<file path="src/rtl/uart_pkg.sv">
// Shared UART definitions: FSM state encoding, frame geometry and a frame-length helper.
// Used by both the transmitter and the receiver side.
package uart_pkg;

  typedef enum logic [1:0] {
    ST_IDLE  = 2'd0,
    ST_START = 2'd1,
    ST_DATA  = 2'd2,
    ST_STOP  = 2'd3
  } uart_state_e;

  localparam int DATA_BITS = 8;

  // Clock cycles one complete frame occupies on the line.
  function automatic int frame_cycles(input int clks_per_bit, input int stop_bits);
    return (1 + DATA_BITS + stop_bits) * clks_per_bit;
  endfunction

endpackage

</file>
<file path="src/rtl/uart_tx_if.sv">
// Byte handshake into the transmitter. A byte moves on a clk edge where valid && ready;
// the source holds data and valid until then, and ready may drop on any edge after acceptance.
interface uart_tx_if;
  logic [7:0] data;
  logic       valid;
  logic       ready;

  modport master (output data, output valid, input ready);
  modport slave  (input data, input valid, output ready);
endinterface

</file>
<file path="src/rtl/uart_baud_tick.sv">
// Bit-period divider: tick is high on the last clock of every CLKS_PER_BIT window.
// restart holds the count at zero so the first window after release is full width.
module uart_baud_tick #(
  parameter int CLKS_PER_BIT = 16
) (
  input  logic clk,
  input  logic rst_n,
  input  logic restart,
  output logic tick,
  output logic tick_next
);

  localparam int CW = (CLKS_PER_BIT > 1) ? $clog2(CLKS_PER_BIT) : 1;
  localparam logic [CW-1:0] LAST = CW'(CLKS_PER_BIT - 1);
  localparam logic [CW-1:0] PRE  = CW'((CLKS_PER_BIT > 1) ? CLKS_PER_BIT - 2 : 0);

  logic [CW-1:0] cnt;

  always_ff @(posedge clk or negedge rst_n) begin
    if (!rst_n) begin
      cnt <= '0;
    end else if (restart || tick) begin
      cnt <= '0;
    end else begin
      cnt <= cnt + 1'b1;
    end
  end

  assign tick = (cnt == LAST);
  // High when the following cycle will be a tick cycle (always, at one clock per bit).
  assign tick_next = (CLKS_PER_BIT == 1) ? 1'b1 : (cnt == PRE);

endmodule

</file>
<file path="src/rtl/uart_tx.sv">
// UART transmitter: takes a byte per valid/ready handshake and sends it as an 8N1 or 8N2 frame,
// LSB first, on a registered tx line that idles high.
module uart_tx
  import uart_pkg::*;
#(
  parameter int CLKS_PER_BIT = 16,
  parameter int STOP_BITS    = 1
) (
  input  logic        clk,
  input  logic        rst_n,
  uart_tx_if.slave    bus,
  output logic        tx,
  output logic        busy,
  output logic        done,
  output uart_state_e state
);

  localparam logic [2:0] LAST_BIT  = 3'(DATA_BITS - 1);
  localparam logic       LAST_STOP = 1'(STOP_BITS - 1);

  logic [DATA_BITS-1:0] shift;
  logic [2:0]           bit_idx;
  logic                 stop_idx;
  logic                 ready_q;
  logic                 tick;
  logic                 tick_next;
  logic                 done_next;

  assign bus.ready = ready_q;

  uart_baud_tick #(.CLKS_PER_BIT(CLKS_PER_BIT)) u_baud (
    .clk       (clk),
    .rst_n     (rst_n),
    .restart   (state == ST_IDLE),
    .tick      (tick),
    .tick_next (tick_next)
  );

  // done is registered, so raise it on the edge that starts the final stop-bit cycle.
  always_comb begin
    done_next = 1'b0;
    if (tick_next) begin
      if (state == ST_STOP && !tick && stop_idx == LAST_STOP)
        done_next = 1'b1;
      else if (state == ST_STOP && tick && STOP_BITS == 2 && stop_idx == 1'b0)
        done_next = 1'b1;
      else if (state == ST_DATA && tick && bit_idx == LAST_BIT && STOP_BITS == 1)
        done_next = 1'b1;
    end
  end

  always_ff @(posedge clk or negedge rst_n) begin
    if (!rst_n) begin
      state    <= ST_IDLE;
      shift    <= '0;
      bit_idx  <= '0;
      stop_idx <= 1'b0;
      tx       <= 1'b1;
      ready_q  <= 1'b1;
      busy     <= 1'b0;
      done     <= 1'b0;
    end else begin
      done <= done_next;
      case (state)
        ST_IDLE: begin
          if (bus.valid && ready_q) begin
            shift   <= bus.data;
            tx      <= 1'b0;
            ready_q <= 1'b0;
            busy    <= 1'b1;
            state   <= ST_START;
          end
        end
        ST_START: begin
          if (tick) begin
            tx      <= shift[0];
            shift   <= shift >> 1;
            bit_idx <= '0;
            state   <= ST_DATA;
          end
        end
        ST_DATA: begin
          if (tick) begin
            if (bit_idx == LAST_BIT) begin
              tx       <= 1'b1;
              stop_idx <= 1'b0;
              state    <= ST_STOP;
            end else begin
              tx      <= shift[0];
              shift   <= shift >> 1;
              bit_idx <= bit_idx + 3'd1;
            end
          end
        end
        ST_STOP: begin
          if (tick) begin
            if (stop_idx == LAST_STOP) begin
              ready_q <= 1'b1;
              busy    <= 1'b0;
              state   <= ST_IDLE;
            end else begin
              stop_idx <= stop_idx + 1'b1;
            end
          end
        end
        default: state <= ST_IDLE;
      endcase
    end
  end

endmodule

</file>
<file path="src/flat_wrapper.sv">
// flat-port wrapper written by rule: the top's interface ports become plain ports
module uart_tx_flat import uart_pkg::*;
#(
  parameter int CLKS_PER_BIT = 16,
  parameter int STOP_BITS    = 1
)
  (clk, rst_n, tx, busy, done, state, bus_data, bus_valid, bus_ready);
  uart_tx_if bus_i ();
  input  logic clk;
  input  logic rst_n;
  output logic tx;
  output logic busy;
  output logic done;
  output uart_state_e state;
  input wire logic [$bits(bus_i.data)-1:0] bus_data;
  input wire logic [$bits(bus_i.valid)-1:0] bus_valid;
  output wire logic [$bits(bus_i.ready)-1:0] bus_ready;
  assign bus_i.data = bus_data;
  assign bus_i.valid = bus_valid;
  assign bus_ready = bus_i.ready;
  uart_tx #(.CLKS_PER_BIT(CLKS_PER_BIT), .STOP_BITS(STOP_BITS)) u_core (.clk(clk), .rst_n(rst_n), .bus(bus_i), .tx(tx), .busy(busy), .done(done), .state(state));
endmodule
</file>
<file path="config.mk">
export PLATFORM = sky130hd
export DESIGN_NAME = uart_tx_flat
export DESIGN_NICKNAME = d
export VERILOG_FILES = /design/src/rtl/uart_pkg.sv /design/src/rtl/uart_tx_if.sv /design/src/rtl/uart_baud_tick.sv /design/src/rtl/uart_tx.sv /design/src/flat_wrapper.sv
export SDC_FILE = /design/constraint.sdc
export NUM_CORES = 1
export LEC_CHECK = 0
export ABC_AREA = 1
export ABC_CLOCK_PERIOD_IN_PS = 2600
export CAP_MARGIN = 20
export CORE_ASPECT_RATIO = 0.8
export CORE_MARGIN = 3
export CORE_UTILIZATION = 57
export CTS_CLUSTER_SIZE = 40
export DETAILED_ROUTE_END_ITERATION = 6
export GPL_TIMING_DRIVEN = 0
export PLACE_DENSITY = 0.79
export SLEW_MARGIN = 20
export SYNTH_ARGS = -nofsm -noshare
export SYNTH_HDL_FRONTEND = slang
export SYNTH_SLANG_ARGS = --single-unit
</file>
<file path="constraint.sdc">
create_clock -name clk -period 2.6 [get_ports clk]
set_clock_uncertainty 0.15 [all_clocks]
set_input_delay 0.52 -clock clk [delete_from_list [all_inputs] [get_ports clk]]
set_output_delay 0.52 -clock clk [all_outputs]
set_load 0.1 [all_outputs]
</file>
# [Yosys cells after proc, flatten, opt, wreduce, memory -nomap -nowiden]
# Cells that the tools add are included.
[op_classes] add_sub_neg=3 eq_ne=13 n_mux=37 bitwise=1 reduce_logical=18
[ops] operator="$mux 8" count=4
[ops] operator="$pmux 8 s3" count=1
[ops] operator="$mux 1" count=16
[ops] operator="$reduce_and 4->1" count=4
[ops] operator="$mux 2" count=6
[ops] operator="$mux 3" count=3
[ops] operator="$eq 4x4->1 const B" count=2
[ops] operator="$ne 2x1->1 const B" count=4
[ops] operator="$pmux 2 s4" count=1
[ops] operator="$ne 2x2->1 const B" count=3
[ops] operator="$pmux 1 s2" count=3
[ops] operator="$pmux 3 s2" count=1
[ops] operator="$reduce_and 6->1" count=1
[ops] operator="$reduce_bool 2->1" count=3
[ops] operator="$logic_and 1x1->1" count=5
[ops] operator="$reduce_and 5->1" count=1
[ops] operator="$add 4x1->4 const B" count=1
[ops] operator="$eq 2x2->1 const B" count=2
[ops] operator="$mux 4" count=1
[ops] operator="$add 3x1->3 const B" count=1
[ops] operator="$eq 3x3->1 const B" count=1
[ops] operator="$pmux 1 s3" count=1
[ops] operator="$reduce_bool 3->1" count=1
[ops] operator="$eq 2x1->1 const B" count=1
[ops] operator="other kinds (5)" count=5
[totals] reg_bits=22 input_bits=11 out_inout_bits=6

# [Logic depth before layout (Yosys ltp)]
# Gate-level depths: netlist of run 1.
[logic_depth] word_depth=6 mapped_depth=9 ltp_nobuf=8

# [By module]
# Synthesis of run 1 repeated with hierarchy kept, for this count alone.
[unflattened] hier_cells=151 area_unflattened_um2=1258.7
[modules_own_cells] module="uart_tx" instances=1 cells_per_inst=130 area_per_inst_um2=1056.0
[modules_own_cells] module="uart_baud_tick" instances=1 cells_per_inst=21 area_per_inst_um2=202.7

# [Worst setup path after synthesis of run 1]
# OpenSTA, ideal clock, no wires.
[synth_timing] kind="register -> register" startpoint="register u_core.state[0]" endpoint="register u_core.shift[2]" setup_time_ns=0.123 arrival_time_ns=2.036 t_required_ns=2.327 setup_slack_ns=0.291 stages_incl_launch_ff=7 n_path_buf=1 period_less_slack_ns=2.309 path_cell_list="dfrtp_1 > inv_1 > ha_1 > clkbuf_2 > or2_2 > o21ai_0 > o21ai_2"
[synth_between] elab_chain_len=3 word_cells_on_any_way=10
[synth_rtl] item="from (decl)" line_no="uart_tx.sv:15" rtl="output uart_state_e state"
[synth_rtl] item="from (signal assigned)" line_no="uart_tx.sv:54" rtl="state <= ST_IDLE;"
[synth_rtl] item="from (signal assigned)" line_no="uart_tx.sv:71" rtl="state <= ST_START;"
[synth_rtl] item="from (signal assigned)" line_no="uart_tx.sv:79" rtl="state <= ST_DATA;"
[synth_rtl] item="$eq 2x2->1, or another cell as far along" line_no="uart_tx.sv:64" rtl="case (state)"
[synth_rtl] item="$ne 2x2->1 (no line), or another cell as far along"
[synth_rtl] item="$reduce_and 5->1 (no line)"
[synth_rtl] item="to (signal assigned)" line_no="uart_tx.sv:67" rtl="shift <= bus.data;"
[synth_rtl] item="to (signal assigned)" line_no="uart_tx.sv:77" rtl="shift <= shift >> 1;"
[synth_rtl] item="to (signal assigned)" line_no="uart_tx.sv:90" rtl="shift <= shift >> 1;"
[synth_rtl] item="to (decl)" line_no="uart_tx.sv:21" rtl="logic [DATA_BITS-1:0] shift;"
# Parallel ways exist; a longest one is shown, timed or not.
# A chain may end at the register's enable or synchronous reset.

# [Worst setup path in the final report of run 1]
[layout_timing] startpoint="register u_core.busy" endpoint="output busy"
[layout_rtl] item="from (decl)" line_no="uart_tx.sv:13" rtl="output logic busy,"
[layout_rtl] item="from (signal assigned)" line_no="uart_tx.sv:60" rtl="busy <= 1'b0;"
[layout_rtl] item="from (signal assigned)" line_no="uart_tx.sv:70" rtl="busy <= 1'b1;"
[layout_rtl] item="from (signal assigned)" line_no="uart_tx.sv:99" rtl="busy <= 1'b0;"
[layout_rtl] item="to (decl)" line_no="flat_wrapper.sv:12" rtl="output logic busy;"
# No word-level cell between the ends.

==> key figures, run 1 <==
Run status
  • Status: finished clean

Synth
  • Synth cell count leaders: nand2_1, dfrtp_1, inv_1, o21ai_0
  • Top post-synthesis cells by area: dfrtp_1, nand2_1, ha_1
  • Mapped Cells: 130
  • Most frequent cell after synthesis: nand2_1
  • Post-synthesis sequential area ratio: 0.450
  • Synth unique cells: 20
  • Synth warn: 0
  • Main synth FF type: dfrtp_1
  • Avg Cell Area, Syn: 9.02 µm²
  • Syn Nets: 150
  • Yosys top cell area share: 0.406
  • EDFF count, synth: 0
  • Synth area leader: dfrtp_1
  • Synthesized area: 0.00117 mm²
  • Synth async-reset ratio: 1.00
  • #FFs+latches synth: 21

Worst setup path
  • R2r startpoint: u_core.bit_idx[0]$_DFFE_PN0P_
  • Slowest Stage Delay on Critical Path: 1.14 ns
  • Startpoint types: flip-flop
  • CP Cell Sequence: clkdlybuf4s50_1
  • Slowest cell on crit path: clkdlybuf4s50_1
  • Crit path from: u_core.busy$_DFFE_PN0P_
  • Crit path max fanout: 2
  • WP data arrival: 1.81 ns
  • Setup CP Type: reg2out
  • CP Capture Type: output port
  • Critical path's top delay family: buffers and inverters
  • Data required, critical path: 1.93 ns
  • Buf/Inv on CP: 1

Detailed routing
  • First-pass DRT Iterations: 4
  • Via count of the routed design: 901
  • Wirelength per Cell: 12.2 µm
  • WL final: 2120 µm
  • Drt drc: 0
  • Starting DRC count in detailed routing: 25
  • Via-per-instance ratio: 5.18
  • Final ANT Viol Nets: 0

Flow run
  • Number of max-cap violations: 0

STA
  • Fin crit share: 0.954
  • Final setup TNS: 0 ns
  • Headroom to the max-slew limit: 0.352
  • Final Slew Violations: 0
  • Worst Setup Slack, final: 0.119 ns
  • Final Critical Period: 2.48 ns
  • Hold Violations, Final: 0
  • Fmax achieved: 403 MHz
  • Final setup viols: 0
  • Unrepaired setup endpoints after global routing: no
  • Worst Tran Pin Value: 0.969 ns

Place
  • DP Worst Slack: 0.280 ns
  • IO Port Bufs: 16
  • Dpl cells: 170
  • Routability cong.: 0.720
  • DP HPWL: 1630 µm

Global routing
  • First-pass GRT wire length: 3670 µm
  • Initial antenna violation count: 0
  • Total grt overflow: 0
  • Total Routing Usage GR: 0.185
  • Vias in the first global route: 846
  • Largest net degree at the start of global routing: 22

Clock network
  • Worst-Skew Late Latency: 0.31 ns
  • Hold-fix buffers at CTS: 0
  • CTS tree: yes
  • CTS Buf Count: 3
  • Max clock buf depth: 2
  • CTS root buf: clkbuf_4
  • Clk sinks: 21
  • Reg clk slew, reported paths: 0.11 ns
  • H-Tree Depth: 1

Power
  • Maximum VDD drop: 309 µV
  • Final Power: 0.514 mW
  • Leak Pwr: 0.692 nW
  • Pwr/cell area: 371 mW/mm²

Final layout
  • Final Instance Count excl. Fillers: 174
  • Area growth, synth to finish: 18.0%
  • Post-layout util: 0.725
  • Share of layout cells above drive strength 1: 0.200
  • Layout fillers: 149
  • ANT cells: 0
  • NumNets Final: 171

Die
  • Die ar.: 0.00264 mm²
  • I/O pin count: 17
  • Die width: 56.7 µm
  • Core box area: 0.00191 mm²
  • Die Y: 46.6 µm
  • Initial Utilization: 0.614
  • Cell row count: 14

Worst hold path
  • Hold crit path type: reg2reg
  • Hold Startpoint: u_core.bus.ready$_DFFE_PN1P_
report_power, final:
part	switching [mW]	total (mW)	internal, mW
clock	0.0980	0.158	0.0599
sequential	0	0.327	0.327
combinational	0.0115	0.0290	0.0175
total	0.109	0.514	0.404
cells in the final DEF, fill, tap and decap left out, drive strengths merged:
| cell | instances |
|---|---|
| clkbuf | 5 |
| nand3b | 1 |
| dfrtp | 19 |
| ha | 9 |
| a21oi | 4 |
| dfstp | 2 |
| nand2 | 41 |
| o21ai | 18 |
| buf | 1 |
| dlygate4sd2 | 4 |
| nand3 | 11 |
| inv | 11 |
| or2 | 8 |
| nor2 | 4 |
| clkdlybuf4s50 | 12 |
final timing paths:
path / end / slack [ns] / cells after the start
max in group asynchronous: u_core.state[0]$_DFFE_PN0P_ / 1.17 / 1
min reg2reg: u_core.bus.ready$_DFFE_PN1P_ / 0.33 / 2
max: busy / 0.12 / 1
min in group asynchronous: u_core.shift[2]$_DFFE_PN0P_ / 0.56 / 1
min: u_core.bus.ready$_DFFE_PN1P_ / 0.33 / 2
max reg2reg: u_core.shift[4]$_DFFE_PN0P_ / 0.81 / 9
logic make-up (layout without fill, tap and decap cells):
group | count (synthesis) | count (layout) | synth area share
DFF | 21 | 21 | 0.450
adders and majority gates | 9 | 9 | 0.0961
buffers and inverters | 13 | 33 | 0.0491
and+or+nand+nor | 65 | 65 | 0.285
AOI/OAI and AO/OA | 22 | 22 | 0.120
registers in the layout, summed over array words and instances, names as in the netlist:
register	flops
u_core.shift	8
u_core.u_baud.cnt	4
u_core.bit_idx	3
u_core.state	2
u_core.bus.ready	1
u_core.busy	1
u_core.done	1
u_core.tx	1
routing by layer:
| metal | vias to the layer above | share of wire | routed length [µm] | track usage |
|---|---|---|---|---|
| met1 | 426 | 0.47 | 999 | 0.241 |
| met4 | 0 | 0.012 | 26 | 0.0616 |
| met2 | 12 | 0.49 | 1030 | 0.309 |
| met3 | 3 | 0.029 | 61 | 0.0420 |
| met5 | - | 0 | 0 | 0 |
| li1 | 460 | - | - | - |
layout make-up:
cell class / instances / area (µm²) / area share
Clock buffer: 4 / 26.3 / 0.0190
Timing Repair Buffer: 16 / 155 / 0.112
Sequential cell: 21 / 528 / 0.382
Tap cell: 24 / 30.0 / 0.0217
Multi-Input combinational cell: 96 / 587 / 0.424
Buffer: 2 / 16.3 / 0.0118
Inverter: 11 / 41.3 / 0.0298
stage by stage:
stage	cell area [µm²]	hold slack (ns)
floorplan	1170	0.0744
global placement	1360	0.310
detailed placement	1360	0.314
CTS	1380	0.333
global route	1380	0.354
finish	1380	0.334
repair_timing:
item                                    4_1_cts  5_1_grt
buffers inserted                              0        0
resized for setup                             4        0
endpoints found under the setup margin        4        0
endpoints found under the hold margin         0        0
worst reg2reg max path, stage by stage (launching register included):
cell	delay [ns]
dfrtp_1	0.41
ha_1	0.21
ha_1	0.22
nand2_1	0.11
inv_1	0.08
nor2_4	0.10
nand3_4	0.12
buf_6	0.18
nand2_2	0.06
o21ai_2	0.04
Note: power is estimated with default switching activity, not from simulation.
==> run 2: changes to the inputs <==
Settings changed: ABC_CLOCK_PERIOD_IN_PS 2600 to unset.
==> results of run 2 <==
Same layout as run 1: the final DEF is identical, and so are final timing and power.
==> run 3: changes to the inputs <==
Settings changed: CORE_MARGIN 3 to unset.
==> run 3 against run 2 <==
Effect of this change:
- via count decreased by 1.4%
- die area decreased by 15%
- non-clock buffer count unchanged
- flip-flop and latch count unchanged
- critical path type unchanged
- first-iteration DRC count decreased by 12%
- worst hold slack improved by 0.0033 ns
==> key figures, run 3 (synthesized netlist as in run 1, its figures left out) <==
Final layout
  • Commonest non-fill, non-tap cells in the layout: nand2_1, dfrtp_1, clkdlybuf4s50_1
  • Layout fillers: 148 (-0.67%)
  • Final Cell Area: 0.00139 mm² (about the same)
  • ANT cells: 0 (unchanged)
  • Area growth, synth to finish: 18.1% (about the same)
  • Max reg flops: 8 (unchanged)
  • Share of layout cells above drive strength 1: 0.207 (+0.00667)
  • Most common cell after layout, fill and taps aside: nand2_1
  • NumNets Final: 171 (unchanged)
  • Footprint of the multi-input gates: 587 µm² (unchanged)
  • Biggest register: u_core.shift
  • Top flop regs: u_core.shift: 8 flops, u_core.u_baud.cnt: 4 flops, u_core.bit_idx: 3 flops
  • Reg area: 528 µm² (unchanged)

Clock network
  • Worst-Skew Late Latency: 0.30 ns (about the same)
  • Post-CTS setup buffers: 0 (unchanged)
  • Max clock buf depth: 2 (unchanged)
  • H-Tree Depth: 1 (unchanged)
  • CTS tree: yes
  • Hold-fix buffers at CTS: 0 (unchanged)
  • CTS Buf Count: 3 (unchanged)
  • CTS root buf: clkbuf_4
  • Reg clk slew, reported paths: 0.12 ns (about the same)
  • Clk sinks: 21 (unchanged)

Worst setup path
  • R2r startpoint: u_core.state[0]$_DFFE_PN0P_
  • Crit path max fanout: 2 (unchanged)
  • Crit path from: u_core.busy$_DFFE_PN0P_
  • CP Cell Sequence: clkdlybuf4s50_1
  • Cells on worst reg2reg path: 6 (-3)
  • WP data arrival: 1.81 ns (about the same)
  • Crit. path cell count: 1 (unchanged)
  • Data required, critical path: 1.93 ns (about the same)
  • Startpoint types: flip-flop
  • Setup CP Type: reg2out
  • Slowest cell on crit path: clkdlybuf4s50_1
  • Reg-to-Reg End: u_core.shift[1]$_DFFE_PN0P_
  • Buf/Inv on CP: 1 (unchanged)
  • Reg2reg setup slack: 0.79 ns (-0.02 ns)
  • Worst Setup EP: busy
  • Slowest Stage Delay on Critical Path: 1.14 ns (about the same)
  • Critical path's top delay family: buffers and inverters
  • CP Capture Type: output port

STA
  • Fmax achieved: 403 MHz (about the same)
  • Final setup viols: 0 (unchanged)
  • Fin crit share: 0.955 (about the same)
  • Headroom to the max-slew limit: 0.353 (+0.000942)
  • Hold Violations, Final: 0 (unchanged)
  • Unrepaired setup endpoints after global routing: no
  • Final Critical Period: 2.48 ns (+0.00157 ns)
  • Worst Tran Pin Value: 0.967 ns (-0.00141 ns)
  • Final setup TNS: 0 ns (unchanged)
  • Final Slew Violations: 0 (unchanged)

Worst hold path
  • Hold crit path type: reg2reg

Run status
  • Status: finished clean

Die
  • Cell row count: 14 (unchanged)
  • Die ar.: 0.00224 mm² (-15%)
  • Initial Utilization: 0.614 (unchanged)
  • Die width: 52.7 µm (-7.1%)
  • Core box area: 0.00191 mm² (unchanged)
  • I/O pin count: 17 (unchanged)
  • Die Y: 42.6 µm (-8.6%)

Global routing
  • Vias in the first global route: 818 (-3.3%)
  • Largest net degree at the start of global routing: 22 (unchanged)
  • Total grt overflow: 0 (unchanged)
  • Initial antenna violation count: 0 (unchanged)
  • First-pass GRT wire length: 3490 µm (-4.9%)
  • Total Routing Usage GR: 0.215 (+0.0296)

Power
  • Leak Pwr: 0.695 nW (+0.39%)
  • Maximum VDD drop: 362 µV (+17%)
  • Comb pwr share: 0.056 (about the same)
  • Switch share: 0.218 (+0.00512)
  • Sw Pwr: 0.112 mW (+2.4%)
  • Int Power: 0.402 mW (-0.62%)
  • Clk pwr share: 0.308 (about the same)
  • Pwr/cell area: 371 mW/mm² (about the same)
  • Sequential Power Share: 0.636 (about the same)

Detailed routing
  • Starting DRC count in detailed routing: 22 (-12%)
  • Final ANT Viol Nets: 0 (unchanged)
  • Drt drc: 0 (unchanged)
  • Via count of the routed design: 888 (-1.4%)
  • First-pass DRT Iterations: 4 (unchanged)
  • Via-per-instance ratio: 5.10 (-1.4%)
  • WL final: 1950 µm (-8.0%)
  • Wirelength per Cell: 11.2 µm (-8.0%)

Place
  • IO Port Bufs: 16 (unchanged)
  • Placed inst area: 0.00136 mm² (unchanged)
  • DP HPWL: 1500 µm (-7.5%)
  • Routability cong.: 0.728 (+1.2%)

Flow run
  • Number of max-cap violations: 0 (unchanged)
-- run 3: cell count changes in the layout (fill, tap and decap cells not counted) --
cell / change
clkbuf_1: -1
clkinv_2: +1
-- run 3: worst min-delay path by stage --
stage	from	end	slack, ns	cells past startpoint
after global placement	u_core.shift[2]$_DFFE_PN0P_	u_core.shift[2]$_DFFE_PN0P_	0.31	2
after floorplan	rst_n	u_core.bit_idx[0]$_DFFE_PN0P_	0.07	0
after detailed placement	u_core.shift[5]$_DFFE_PN0P_	u_core.shift[5]$_DFFE_PN0P_	0.32	2
after CTS	u_core.bus.ready$_DFFE_PN1P_	u_core.bus.ready$_DFFE_PN1P_	0.34	2
final	u_core.bus.ready$_DFFE_PN1P_	u_core.bus.ready$_DFFE_PN1P_	0.34	2
after global routing	u_core.bus.ready$_DFFE_PN1P_	u_core.bus.ready$_DFFE_PN1P_	0.35	2
-- run 3: power by group through the flow --
stage | registers [mW] | logic, mW | clock network, mW
3_5_place_dp | 0.333 | 0.0297 | 0
6_report | 0.327 | 0.0289 | 0.158
5_1_grt | 0.327 | 0.0328 | 0.183
3_3_place_gp | 0.333 | 0.0286 | 0
4_1_cts | 0.327 | 0.0298 | 0.167
2_1_floorplan | 0.333 | 0.00794 | 0
-- run 3: through the flow --
step | std cells | hold WS, ns | utilization | power (mW) | setup slack (ns)
4_1_cts | 174 | 0.341 | 0.725 | 0.524 | 0.0961
6_report | 174 | 0.337 | 0.725 | 0.514 | 0.117
2_1_floorplan | 130 | 0.0744 | - | 0.341 | 0.291
5_1_grt | 174 | 0.351 | 0.725 | 0.542 | 0.0597
3_5_place_dp | 170 | 0.318 | 0.714 | 0.363 | 0.284
3_3_place_gp | 170 | 0.311 | 0.714 | 0.361 | 0.284
-- run 3: repair_timing --
item,in CTS,in global routing
setup endpoints to repair,4,0
resized for setup,4,0
endpoints found under the hold margin,0,0
-- run 3: layer usage --
layer  up-vias  wire (µm)  global-route usage
li1        464          -                   -
met1       407        979               0.307
met2        15        866               0.311
met3         2         95              0.0761
met4         0         10              0.0474
met5         -          0                   0
-- run 3: area by class of cell --
type | instances | area share
buffer | 2 | 0.0117
clock buffer | 3 | 0.0163
clock inverter | 1 | 0.00361
inverter | 11 | 0.0298
multi-input combinational | 96 | 0.424
sequential | 21 | 0.381
tap | 24 | 0.0217
timing repair buffer | 16 | 0.112
